`src/rtl/dmem_access_ctrl.sv`:
```
// dmem_access_ctrl: MEM-stage data-memory access sequencer.
// Holds the pipeline until the memory acks or the wait times out.
module dmem_access_ctrl #(
  parameter int AW      = 32,
  parameter int DW      = 32,
  parameter int TIMEOUT = 255,
  parameter int TW      = 8
) (
  input  logic          clk_i,
  input  logic          rst_i,
  input  logic          MemRead_i,
  input  logic          MemWrite_i,
  input  logic [AW-1:0] addr_i,
  input  logic [DW-1:0] wdata_i,
  output logic          mem_req_o,
  output logic          mem_we_o,
  output logic [AW-1:0] mem_addr_o,
  output logic [DW-1:0] mem_wdata_o,
  input  logic          mem_ack_i,
  input  logic [DW-1:0] mem_rdata_i,
  output logic          stall_o,
  output logic [DW-1:0] rdata_o,
  output logic          err_o
);

  typedef enum logic [1:0] {
    IDLE = 2'd0,
    REQ  = 2'd1,
    WAIT = 2'd2,
    DONE = 2'd3
  } state_t;

  state_t        state;
  state_t        state_nxt;
  logic [TW-1:0] cnt;
  logic          access;
  logic          aligned;
  logic          tmo;

  assign access  = MemRead_i | MemWrite_i;
  assign aligned = (addr_i[1:0] == 2'b00);
  assign tmo     = (cnt == TW'(TIMEOUT - 1));

  assign mem_req_o = (state == REQ);

  always_comb begin
    stall_o = 1'b0;
    unique case (state)
      IDLE: stall_o = access & aligned;
      REQ:  stall_o = 1'b1;
      WAIT: stall_o = 1'b1;
      DONE: stall_o = 1'b0;
      default: stall_o = 1'b0;
    endcase
    // reset must hide the combinational launch stall
    stall_o = stall_o & rst_i;
  end

  always_comb begin
    state_nxt = state;
    unique case (state)
      IDLE: begin
        if (access && aligned) begin
          state_nxt = REQ;
        end
      end
      REQ: begin
        state_nxt = WAIT;
      end
      WAIT: begin
        if (mem_ack_i || tmo) begin
          state_nxt = DONE;
        end
      end
      DONE: begin
        state_nxt = IDLE;
      end
      default: begin
        state_nxt = IDLE;
      end
    endcase
  end

  always_ff @(posedge clk_i or negedge rst_i) begin
    if (!rst_i) begin
      state       <= IDLE;
      mem_we_o    <= 1'b0;
      mem_addr_o  <= '0;
      mem_wdata_o <= '0;
      rdata_o     <= '0;
      err_o       <= 1'b0;
      cnt         <= '0;
    end else begin
      state <= state_nxt;
      err_o <= 1'b0;
      unique case (state)
        IDLE: begin
          if (access) begin
            if (aligned) begin
              mem_addr_o  <= addr_i;
              mem_wdata_o <= wdata_i;
              mem_we_o    <= MemWrite_i;
            end else begin
              err_o <= 1'b1;
            end
          end
        end
        REQ: begin
          cnt <= '0;
        end
        WAIT: begin
          // an ack landing on the timeout cycle still completes cleanly
          if (mem_ack_i) begin
            if (!mem_we_o) begin
              rdata_o <= mem_rdata_i;
            end
          end else begin
            cnt <= cnt + TW'(1);
            if (tmo) begin
              err_o <= 1'b1;
              if (!mem_we_o) begin
                rdata_o <= '0;
              end
            end
          end
        end
        DONE: begin
          cnt <= cnt;
        end
        default: begin
          cnt <= '0;
        end
      endcase
    end
  end

endmodule

```
`config.mk`:
```
export PLATFORM = sky130hd
export DESIGN_NAME = dmem_access_ctrl
export DESIGN_NICKNAME = d
export VERILOG_FILES = /design/src/rtl/dmem_access_ctrl.sv
export SDC_FILE = /design/constraint.sdc
export NUM_CORES = 1
export LEC_CHECK = 0
export CAP_MARGIN = 20
export CORE_AREA = 4 4 87 129
export DETAILED_ROUTE_END_ITERATION = 16
export DIE_AREA = 0 0 91 133
export GPL_TIMING_DRIVEN = 0
export PLACE_DENSITY_LB_ADDON = 0.12
export SYNTH_ARGS = -nofsm -noshare
export SYNTH_HDL_FRONTEND = slang
export SYNTH_SLANG_ARGS = --single-unit
```
`constraint.sdc`:
```
create_clock -name clk_i -period 2.4 [get_ports clk_i]
set_input_delay 0.48 -clock clk_i [delete_from_list [all_inputs] [get_ports clk_i]]
set_output_delay 0.48 -clock clk_i [all_outputs]
set_load 0.01 [all_outputs]
```
==> summary.md, run 1 <==
| Metric | Value |
|---|---|
| Reg2reg setup slack | `0.55 ns` |
| Max incr delay on CP | `0.43 ns` |
| CTS Buffer Depth | `2` |
| Top FF cell, synth | `dfrtp_1` |
| Power share of the combinational group | `46.4%` |
| H-Tree Depth | `3` |
| TritonCTS clock tree | `built` |
| Layout area overhead | `55.53%` |
| Cell Area, Synth | `4448 µm²` |
| Most numerous cell in the Yosys netlist | `dfrtp_1` |
| Nets | `598` |
| Final non-filler cell total | `613` |
| Final Instance Area | `6918 µm²` |
| Power Total | `0.008573 W` |
| Gpl congestion | `0.7915` |
| Pin count of the biggest net entering global routing | `66` |
| Die width | `91 µm` |
| Final hold violation count | `0` |
| Final HPWL DP | `8661 µm` |
| 1st-iter DRT viols | `66` |
| Clock root cell | `clkbuf_16` |
| Outcome | `finished clean` |
| R2r endpoint | `mem_addr_o[9]` |
| Initial antenna violation count | `0` |
| Chip Height | `133 µm` |
| Post-synth top cells | `dfrtp_1, mux2_4, a22o_1, mux2_2` |
| Crit-path slowest cell | `clkdlybuf4s50_1` |
| RSZ-0062 raised after global routing | `false` |
| Power Dens Cells | `1239 nW/µm²` |
| I/O pin total | `201` |
| # Post-CTS Setup Buffers | `0` |
| Yosys warning count | `0` |
| DRC Markers | `0` |
| Max VDD drop | `0.5725 mV` |
| Core area | `10130 µm²` |
| CTS Buf Count | `9` |
| Flop pwr share | `36.2%` |
| PortBufs | `200` |
| Seq/Total Area, Yosys | `60.76%` |
| Min Tclk post-route | `2.220 ns` |
| Final clock period utilization by the worst path | `92.48%` |
| Final ANT Viol Nets | `0` |
| Row Count | `45` |
| Max-Cap Viols | `0` |
| DR vias/cell | `5.062` |
| Leakage | `3.053 nW` |
| Reg2Reg Depth | `7` |
| Vias in the first global route | `3400` |
| Post-synth top area share | `60.76%` |
| Startpoint types | `input pin` |
| Filler cells | `750` |
| Pins Over Slew Limit | `0` |
| Drt pass-1 iters | `4` |
| DRT Wirelength | `11520 µm` |
| Fmax | `450.5 MHz` |
| Total number of vias | `3103` |
| Cell Int Power | `0.005999 W` |
| Clock transition at path regs | `0.07 ns` |
| WL/cell | `18.80 µm` |
| Setup violators final | `0` |
| Hold Buf Count CTS | `0` |
| First-pass GRT wire length | `18510 µm` |
| Synth Area per Inst | `15.94 µm²` |
| Die area | `12100 µm²` |
| Distinct cells, synth | `33` |
| Worst R2R Start | `state[0]` |
| Final setup skew | `0.008219 ns` |
| Crit end category | `output port` |
| Clk_lat worst skew | `0.35 ns` |
| Worst slew pin tran | `0.6013 ns` |
| Async SR Flop Fraction | `100.0%` |
| Initial Util | `43.89%` |
| Setup CP Type | `input pin to output port` |
| # clock sinks | `108` |
| Share of layout cells above drive strength 1 | `19.35%` |
| Sw Ratio | `30.02%` |
| Number of flops mapped to enable cells by yosys | `0` |
| Synth top area cells | `dfrtp_1, mux2_4, a22o_1` |
| FF+latch count, synth | `108` |
| Tot GR Track Use | `19.57%` |
| DP Area | `6621 µm²` |
| Worst path required time | `1.92 ns` |
| CP cell instances | `clkdlybuf4s50_1, nor2_1, o21a_1, mux2i_1, nor2b_1, dlygate4sd2_1` |
| Ant. Diodes | `0` |
| Worst-path fanout max | `2` |
| Cell count after synthesis | `279` |
| Rel. slew slack | `59.91%` |
| WP data arrival | `1.74 ns` |
| Clock share of power | `17.4%` |
| Hold crit path type | `input pin to asynchronous set/reset pin` |
| Area leader, netlist | `dfrtp_1` |
| Net count after synthesis | `386` |
| Psw | `0.002574 W` |
| Placed insts | `597` |
| Total congestion overflow | `0` |
| # resized after CTS | `1` |
==> critical path, delay by kind of cell <==
kind	cells	cell delay, ns
buf+inv	2	0.73
mux	1	0.08
simple gates	2	0.27
compound gates	1	0.17
==> layout by cell type, fill, tap and decap left out, types with 4 or more instances in the layout <==
cell	synthesis	routed
nand2_1	6	6
clkdlybuf4s50_1	0	198
ha_1	6	6
mux2i_1	4	4
buf_6	6	6
mux2_1	6	6
mux2_2	10	10
buf_4	3	4
clkbuf_16	0	9
o31ai_1	4	4
dfrtp_1	108	108
a22o_1	32	32
nor2b_1	5	5
mux2_4	48	48
a21oi_1	4	4
inv_1	5	5
==> power groups by stage <==
stage          sequential (W)  clock (W)  combinational (W)
6_report              0.00310    0.00149            0.00398
5_1_grt               0.00322    0.00161            0.00423
4_1_cts               0.00310    0.00153            0.00405
3_5_place_dp          0.00313          0            0.00402
3_3_place_gp          0.00309          0            0.00398
2_1_floorplan         0.00348          0            0.00146
==> flip-flops by register name (all words and copies together), names as in the netlist <==
name and count:
rdata_o 32, cnt 8, state 2, err_o 1
mem_wdata_o 32, mem_we_o 1, mem_addr_o 32
==> metal layers <==
layer  up-vias  track usage (%)  part of all wire (%)
li1       1423                -                     -
met3        20            3.925                   4.6
met5         -                0                     0
met4         0            8.809                   2.9
met1      1548            22.86                    39
met2       112            34.41                    54
==> worst max-delay path by stage <==
stage | from | endpoint | slack [ns] | cells after the start
3_3_place_gp | rst_i | stall_o | -3.53 | 3
4_1_cts | addr_i[1] | stall_o | 0.13 | 6
2_1_floorplan | state[0] | mem_addr_o[10] | 0.75 | 7
3_5_place_dp | addr_i[1] | stall_o | -0.15 | 6
5_1_grt | addr_i[1] | stall_o | 0.03 | 6
6_report | addr_i[1] | stall_o | 0.18 | 6
==> area by class of cell <==
cell class                 instances  area (µm²)  share of cell area, %
timing repair buffer             201        2026                  29.28
clock buffer                       9       225.2                  3.256
multi-input combinational        151        1578                  22.81
clock inverter                     7       72.57                  1.049
tap                              117       146.4                  2.116
inverter                           5       18.77                 0.2713
buffer                            15       148.9                  2.152
sequential                       108        2703                  39.07
==> stage by stage <==
| stage | hold WS [ns] | worst slack (ns) | TNS [ns] | utilization [%] |
|---|---|---|---|---|
| final | 0.1372 | 0.1804 | 0 | 68.26 |
| after global routing | 0.1850 | 0.02567 | 0 | 68.26 |
| after CTS | 0.1572 | 0.1326 | 0 | 68.26 |
| after detailed placement | 0.4740 | -0.1451 | -0.1451 | 65.33 |
| after global placement | 0.4670 | -3.533 | -353.44 | 65.09 |
| after floorplan | 0.1844 | 0.7537 | 0 | - |
==> cell families (layout without fill, tap and decap cells) <==
kind of cell               after synthesis  after routing  synth area share [%]
muxes                                   68             68                 21.15
and+or+nand+nor                         26             26                 3.460
adders and majority gates                6              6                 1.688
buffers and inverters                   20            237                 3.769
AOI/OAI and AO/OA                       51             51                 9.170
DFF                                    108            108                 60.76
Power figures use the tool's default switching activity.
==> inputs of run 2 (changes only) <==
Settings changed: CORE_AREA 4 4 87 129 to 4 4 89 132, CTS_BUF_LIST set to sky130_fd_sc_hd__clkbuf_2 sky130_fd_sc_hd__clkbuf_4 sky130_fd_sc_hd__clkbuf_8, DIE_AREA 0 0 91 133 to 0 0 93 136.
Clock period 2.4 ns to 2.3 ns, I/O delays scaled along.
==> run 2 against run 1 <==
Power decreased by 0.88%. Highest routed layer unchanged. Largest power group unchanged. Critical path type is now register to output port. Die area increased by 4.5%. Sequential share of layout area increased by 0.45 points. Largest cell class unchanged. Via count increased by 1.1%.
==> summary.md, run 2 (same netlist as run 1, synthesis figures left out) <==
| Metric | Value |
|---|---|
| Min Tclk post-route | `2.159 ns` |
| Total congestion overflow | `0` |
| Met3 routed WL | `823 µm` |
| Placed insts | `624` |
| Final Util | `64.58%` |
| Max layer used | `met4` |
| DR vias/cell | `4.900` |
| Register area | `2703 µm²` |
| WL/cell | `18.14 µm` |
| CTS Buffer Depth | `2` |
| Met1 WL | `4569 µm` |
| Most frequent cells in the layout | `clkdlybuf4s50_1, dfrtp_1, mux2_4, a22o_1` |
| Layout area overhead | `53.76%` |
| Worst R2R Start | `state[0]` |
| R2r endpoint | `mem_addr_o[31]` |
| Commonest non-fill, non-tap cell in the layout | `clkdlybuf4s50_1` |
| Drt pass-1 iters | `4` |
| Core area | `10590 µm²` |
| Crit end category | `output port` |
| Final setup skew | `0.01538 ns` |
| DRC Markers | `0` |
| DRT Wirelength | `11610 µm` |
| Leakage | `3.004 nW` |
| Final ANT Viol Nets | `0` |
| Power Total | `0.008497 W` |
| Hold crit path type | `input pin to asynchronous set/reset pin` |
| Nets | `598` |
| Pins Over Slew Limit | `0` |
| TritonCTS clock tree | `built` |
| Reg2reg setup slack | `0.46 ns` |
| TNS Setup | `0 ns` |
| Setup CP Type | `register to output port` |
| Worst path required time | `1.84 ns` |
| WP data arrival | `1.70 ns` |
| Final clock period utilization by the worst path | `93.85%` |
| Clk_lat worst skew | `0.38 ns` |
| Row Count | `46` |
| Vias in the first global route | `3444` |
| Initial antenna violation count | `0` |
| Pin count of the biggest net entering global routing | `57` |
| Filler cells | `843` |
| Final non-filler cell total | `640` |
| Setup violators final | `0` |
| Reg2Reg Depth | `7` |
| Final hold violation count | `0` |
| Initial Util | `42.00%` |
| Outcome | `finished clean` |
| I/O pin total | `201` |
| Max-Cap Viols | `0` |
| RSZ-0062 raised after global routing | `false` |
| Clock root cell | `clkbuf_8` |
| Worst-path fanout max | `4` |
| 1st-iter DRT viols | `69` |
| Fin Hold WS | `0.1078 ns` |
| Die width | `93 µm` |
| Clock transition at path regs | `0.11 ns` |
| Power Dens Cells | `1242 nW/µm²` |
| PortBufs | `200` |
| Max VDD drop | `0.5540 mV` |
| Tot GR Track Use | `18.42%` |
| Startpoint types | `register` |
| Worst slew pin tran | `0.7050 ns` |
| Gpl congestion | `0.7569` |
| Rel. slew slack | `53.00%` |
| Chip Height | `136 µm` |
| Multi-input gate area | `1578 µm²` |
| Largest registers | `mem_addr_o x32, mem_wdata_o x32, rdata_o x32` |
| CTS Buf Count | `9` |
| Total number of vias | `3136` |
| H-Tree Depth | `3` |
| Ant. Diodes | `0` |
| Final HPWL DP | `8763 µm` |
| Share of layout cells above drive strength 1 | `19.35%` |
| Wire length on met2 | `5950 µm` |
| Die area | `12650 µm²` |
| Fmax | `463.3 MHz` |
| First-pass GRT wire length | `18090 µm` |
| # clock sinks | `108` |
-- run 2: routing by layer --
metal | vias up | track usage, %
met5 | - | 0
met4 | 0 | 8.313
met3 | 16 | 4.983
met2 | 123 | 31.66
met1 | 1568 | 21.33
li1 | 1429 | -
-- run 2: layout make-up --
class	instances	area share, %
Multi-Input combinational cell	151	23.07
Clock buffer	10	2.012
Inverter	5	0.2744
Sequential cell	108	39.52
Buffer	15	2.177
Clock inverter	6	0.6952
Tap cell	144	2.634
Timing Repair Buffer	201	29.62
-- run 2: timing repair --
| item | 4_1_cts | 5_1_grt |
|---|---|---|
| resized for setup | 1 | 0 |
| hold buffers | 0 | 0 |
| hold endpoints to repair | 0 | 0 |
| setup endpoints to repair | 1 | 0 |
| buffers inserted | 0 | 0 |
-- run 2: per-stage QoR --
stage	cell area, µm²	setup slack [ns]
5_1_grt	6839	0.003498
3_3_place_gp	6630	-3.587
4_1_cts	6839	0.09175
6_report	6839	0.1414
2_1_floorplan	4448	0.6537
3_5_place_dp	6655	-0.1430
-- run 2: critical path, stage by stage (launching register included) --
cell and delay [ns]:
dfrtp_1 0.41, inv_1 0.10, ha_1 0.24, clkdlybuf4s50_1 0.58
-- run 2: power breakdown --
| group | total, W | internal [W] | switching (W) |
|---|---|---|---|
| clock network | 0.00109 | 0.000431 | 0.000663 |
| logic | 0.00414 | 0.00264 | 0.00150 |
| registers | 0.00326 | 0.00276 | 0.000499 |
| total | 0.00850 | 0.00584 | 0.00266 |
-- run 2: worst max-delay path by stage --
| stage | startpoint | endpoint | slack (ns) | depth (start not counted) |
|---|---|---|---|---|
| after floorplan | state[0] | mem_addr_o[10] | 0.65 | 7 |
| after global placement | rst_i | stall_o | -3.59 | 3 |
| after detailed placement | addr_i[1] | stall_o | -0.14 | 6 |
| after CTS | state[1] | mem_req_o | 0.09 | 3 |
| after global routing | addr_i[1] | stall_o | 0.003 | 6 |
| final | state[1] | mem_req_o | 0.14 | 3 |
==> inputs of run 3 (changes only) <==
Settings changed: ABC_AREA set to 1, CORE_AREA 4 4 89 132 to 4 4 108 110, DIE_AREA 0 0 93 136 to 0 0 112 114.
==> run 3 against run 2 <==
Utilization increased by 1.5 points. Cell count grew 34%. Non-clock buffer count increased by 8. Hold slack lost 0.011 ns. Setup slack gained 0.035 ns. Fmax grew 1.7%. Register-to-register slack improved by 0.22 ns. Clock power is 15% higher. Count of clock-buffer cells in the layout unchanged. Sequential power decreased by 3%. Sequential share of layout area down 1.3 points. Critical path type unchanged.
==> summary.md, run 3 <==
| Metric | Value |
|---|---|
| Main combinational cell family by area after synthesis | `simple AND/OR/NAND/NOR gates` |
| 1st-iter DRT viols | `198` |
| Share of layout cells above drive strength 1 | `11.72%` |
| Crit end category | `output port` |
| R2r endpoint | `rdata_o[10]` |
| Filler cells | `914` |
| # Post-CTS Setup Buffers | `0` |
| RSZ-0062 raised after global routing | `false` |
| Simple-gate share of the synthesized area | `15.01%` |
| PortBufs | `199` |
| Reg2reg setup slack | `0.68 ns` |
| Placed insts | `843` |
| Row Count | `38` |
| WP data arrival | `1.66 ns` |
| Vias in the first global route | `4136` |
| DP Area | `6859 µm²` |
| Ant. Diodes | `0` |
| GR peak layer | `met2` |
| Power share of the combinational group | `45.0%` |
| Crit-path slowest cell | `dfrtp_1` |
| Gpl congestion | `0.8165` |
| Max incr delay on CP | `0.38 ns` |
| Setup CP Type | `register to output port` |
| Multi-input gate area | `1473 µm²` |
| Final HPWL DP | `9484 µm` |
| Area leader, netlist | `dfrtp_1` |
| Post-synth top area share | `57.91%` |
| # clock sinks | `108` |
| Startpoint types | `register` |
| Final setup skew | `0.01465 ns` |
| Synth top area cells | `dfrtp_1, nand2_1, o21ai_0` |
| Cell count after synthesis | `503` |
| Worst path top cell family by delay | `buffers and inverters` |
| Clock root cell | `clkbuf_8` |
| Cell Int Power | `0.005311 W` |
| Outcome | `finished clean` |
| Grt met2 use | `32.85%` |
| Layout area overhead | `51.50%` |
| Psw | `0.002710 W` |
| Clk_lat worst skew | `0.37 ns` |
| DRC Markers | `0` |
| Final ANT Viol Nets | `0` |
| Worst path required time | `1.84 ns` |
| DRT Wirelength | `12190 µm` |
| Final clock period utilization by the worst path | `92.32%` |
| Post-Synth Adder-Cell Area | `1.609%` |
| Initial Util | `43.63%` |
| Worst setup path end | `stall_o` |
| Leakage | `3.416 nW` |
| FF+latch count, synth | `108` |
| Fin Hold WS | `0.09646 ns` |
| Final non-filler cell total | `857` |
| Hold crit path type | `input pin to asynchronous set/reset pin` |
| Met3 usage | `6.631%` |
| Die area | `12770 µm²` |
| Max VDD drop | `0.6311 mV` |
| Clock share of power | `15.6%` |
| Worst path depth | `5` |
| Cell Area, Synth | `4667 µm²` |
| Min Tclk post-route | `2.123 ns` |
| Yosys warning count | `0` |
| First-pass GRT wire length | `20040 µm` |
| Drt pass-1 iters | `5` |
| Chip Height | `114 µm` |
| Rel. slew slack | `58.68%` |
| Commonest non-fill, non-tap cell in the layout | `clkdlybuf4s50_1` |
| Die width | `112 µm` |
| Async SR Flop Fraction | `100.0%` |
| CTS Buffer Depth | `2` |
| Worst path bufs/invs | `2` |
| Largest registers | `mem_addr_o x32, mem_wdata_o x32, rdata_o x32` |
| Flop pwr share | `39.3%` |
| Final Instance Area | `7071 µm²` |
| Register area | `2703 µm²` |
| Nets | `821` |
| Worst R2R Start | `state[0]` |
| Net count after synthesis | `610` |
| Grt met1 use | `23.70%` |
| Post-synthesis mux area share | `0%` |
| Distinct cells, synth | `22` |
| Worst-path fanout max | `3` |
| Worst slew pin tran | `0.6199 ns` |
| Core area | `10700 µm²` |
| DR vias/cell | `4.666` |
| Power Total | `0.008020 W` |
| CP cell instances | `inv_1, ha_1, o21ai_0, a21oi_1, dlygate4sd2_1` |
| Initial antenna violation count | `0` |
| Reg2Reg Depth | `8` |
| Most numerous cell in the Yosys netlist | `nand2_1` |
| Most frequent cells in the layout | `clkdlybuf4s50_1, nand2_1, dfrtp_1, inv_1, o21ai_0` |
| Sw Ratio | `33.78%` |
| TritonCTS clock tree | `built` |
| Seq/Total Area, Yosys | `57.91%` |
| Power Dens Cells | `1134 nW/µm²` |
| H-Tree Depth | `3` |
| Final hold violation count | `0` |
| Compound-Gate Fraction of Synth Area | `14.93%` |
| Total number of vias | `3999` |
| Total congestion overflow | `0` |
| WL/cell | `14.23 µm` |
| Max-Cap Viols | `0` |
| CTS Buf Count | `9` |
| Worst Setup SP | `state[0]` |
| Fmax | `471.0 MHz` |
| Post-synth top cells | `nand2_1, dfrtp_1, inv_1, o21ai_0, o21ai_2` |
| Number of flops mapped to enable cells by yosys | `0` |
| Tot GR Track Use | `19.47%` |
| XOR/XNOR Fraction of Synth Area | `0%` |
| Top FF cell, synth | `dfrtp_1` |
| Pins Over Slew Limit | `0` |
| Clock transition at path regs | `0.09 ns` |
| Synth Area per Inst | `9.278 µm²` |
| Pin count of the biggest net entering global routing | `64` |
| Setup violators final | `0` |
| I/O pin total | `201` |
run 3: stage by stage:
| stage | utilization [%] | setup WS [ns] | TNS, ns |
|---|---|---|---|
| 6_report | 66.09 | 0.1767 | 0 |
| 5_1_grt | 66.09 | 0.05879 | 0 |
| 4_1_cts | 66.09 | 0.1438 | 0 |
| 3_5_place_dp | 64.12 | -0.1177 | -0.1177 |
| 3_3_place_gp | 63.88 | -4.028 | -369.43 |
| 2_1_floorplan | - | 0.8734 | 0 |
run 3: logic make-up after synthesis:
kind of cell,Yosys count
fa+ha+maj,6
compound gates,114
flops,108
buf+inv,107
simple gates,168
run 3: worst register-to-register path: cells and delay by family (launching register included):
kind | cells | cell delay (ns)
buf+inv | 3 | 0.44
flops | 1 | 0.41
fa+ha+maj | 1 | 0.31
simple gates | 3 | 0.31
compound gates | 1 | 0.06
run 3: cell type report:
cell class              count  area share, %
well taps                 140          2.477
flip-flops and latches    108          38.22
repair buffers            200          28.51
clock inverters             4          1.062
plain buffers              24          2.548
clock buffers              10          1.947
multi-input cells         288          20.83
inverters                  83          4.406
run 3: worst min-delay path by stage:
stage / to
after floorplan: cnt[0]
final: cnt[3]
after CTS: cnt[4]
after detailed placement: mem_addr_o[0]
after global routing: cnt[3]
after global placement: mem_addr_o[1]
run 3: routing by layer:
layer  up-vias  routed length [µm]
met1      1888                4924
li1       1962                   -
met3        14                1061
met5         -                   0
met4         0                 192
met2       135                6014
run 3: timing repair:
item	CTS	global route
endpoints found under the setup margin	1	0
resized for setup	1	0
hold buffers	0	0
endpoints found under the hold margin	0	0
run 3: power groups by stage:
stage | clock network [W] | logic, W | registers, W
CTS | 0.00129 | 0.00368 | 0.00316
global placement | 0 | 0.00360 | 0.00315
global route | 0.00136 | 0.00395 | 0.00327
detailed placement | 0 | 0.00368 | 0.00318
finish | 0.00125 | 0.00361 | 0.00315
floorplan | 0 | 0.00117 | 0.00351
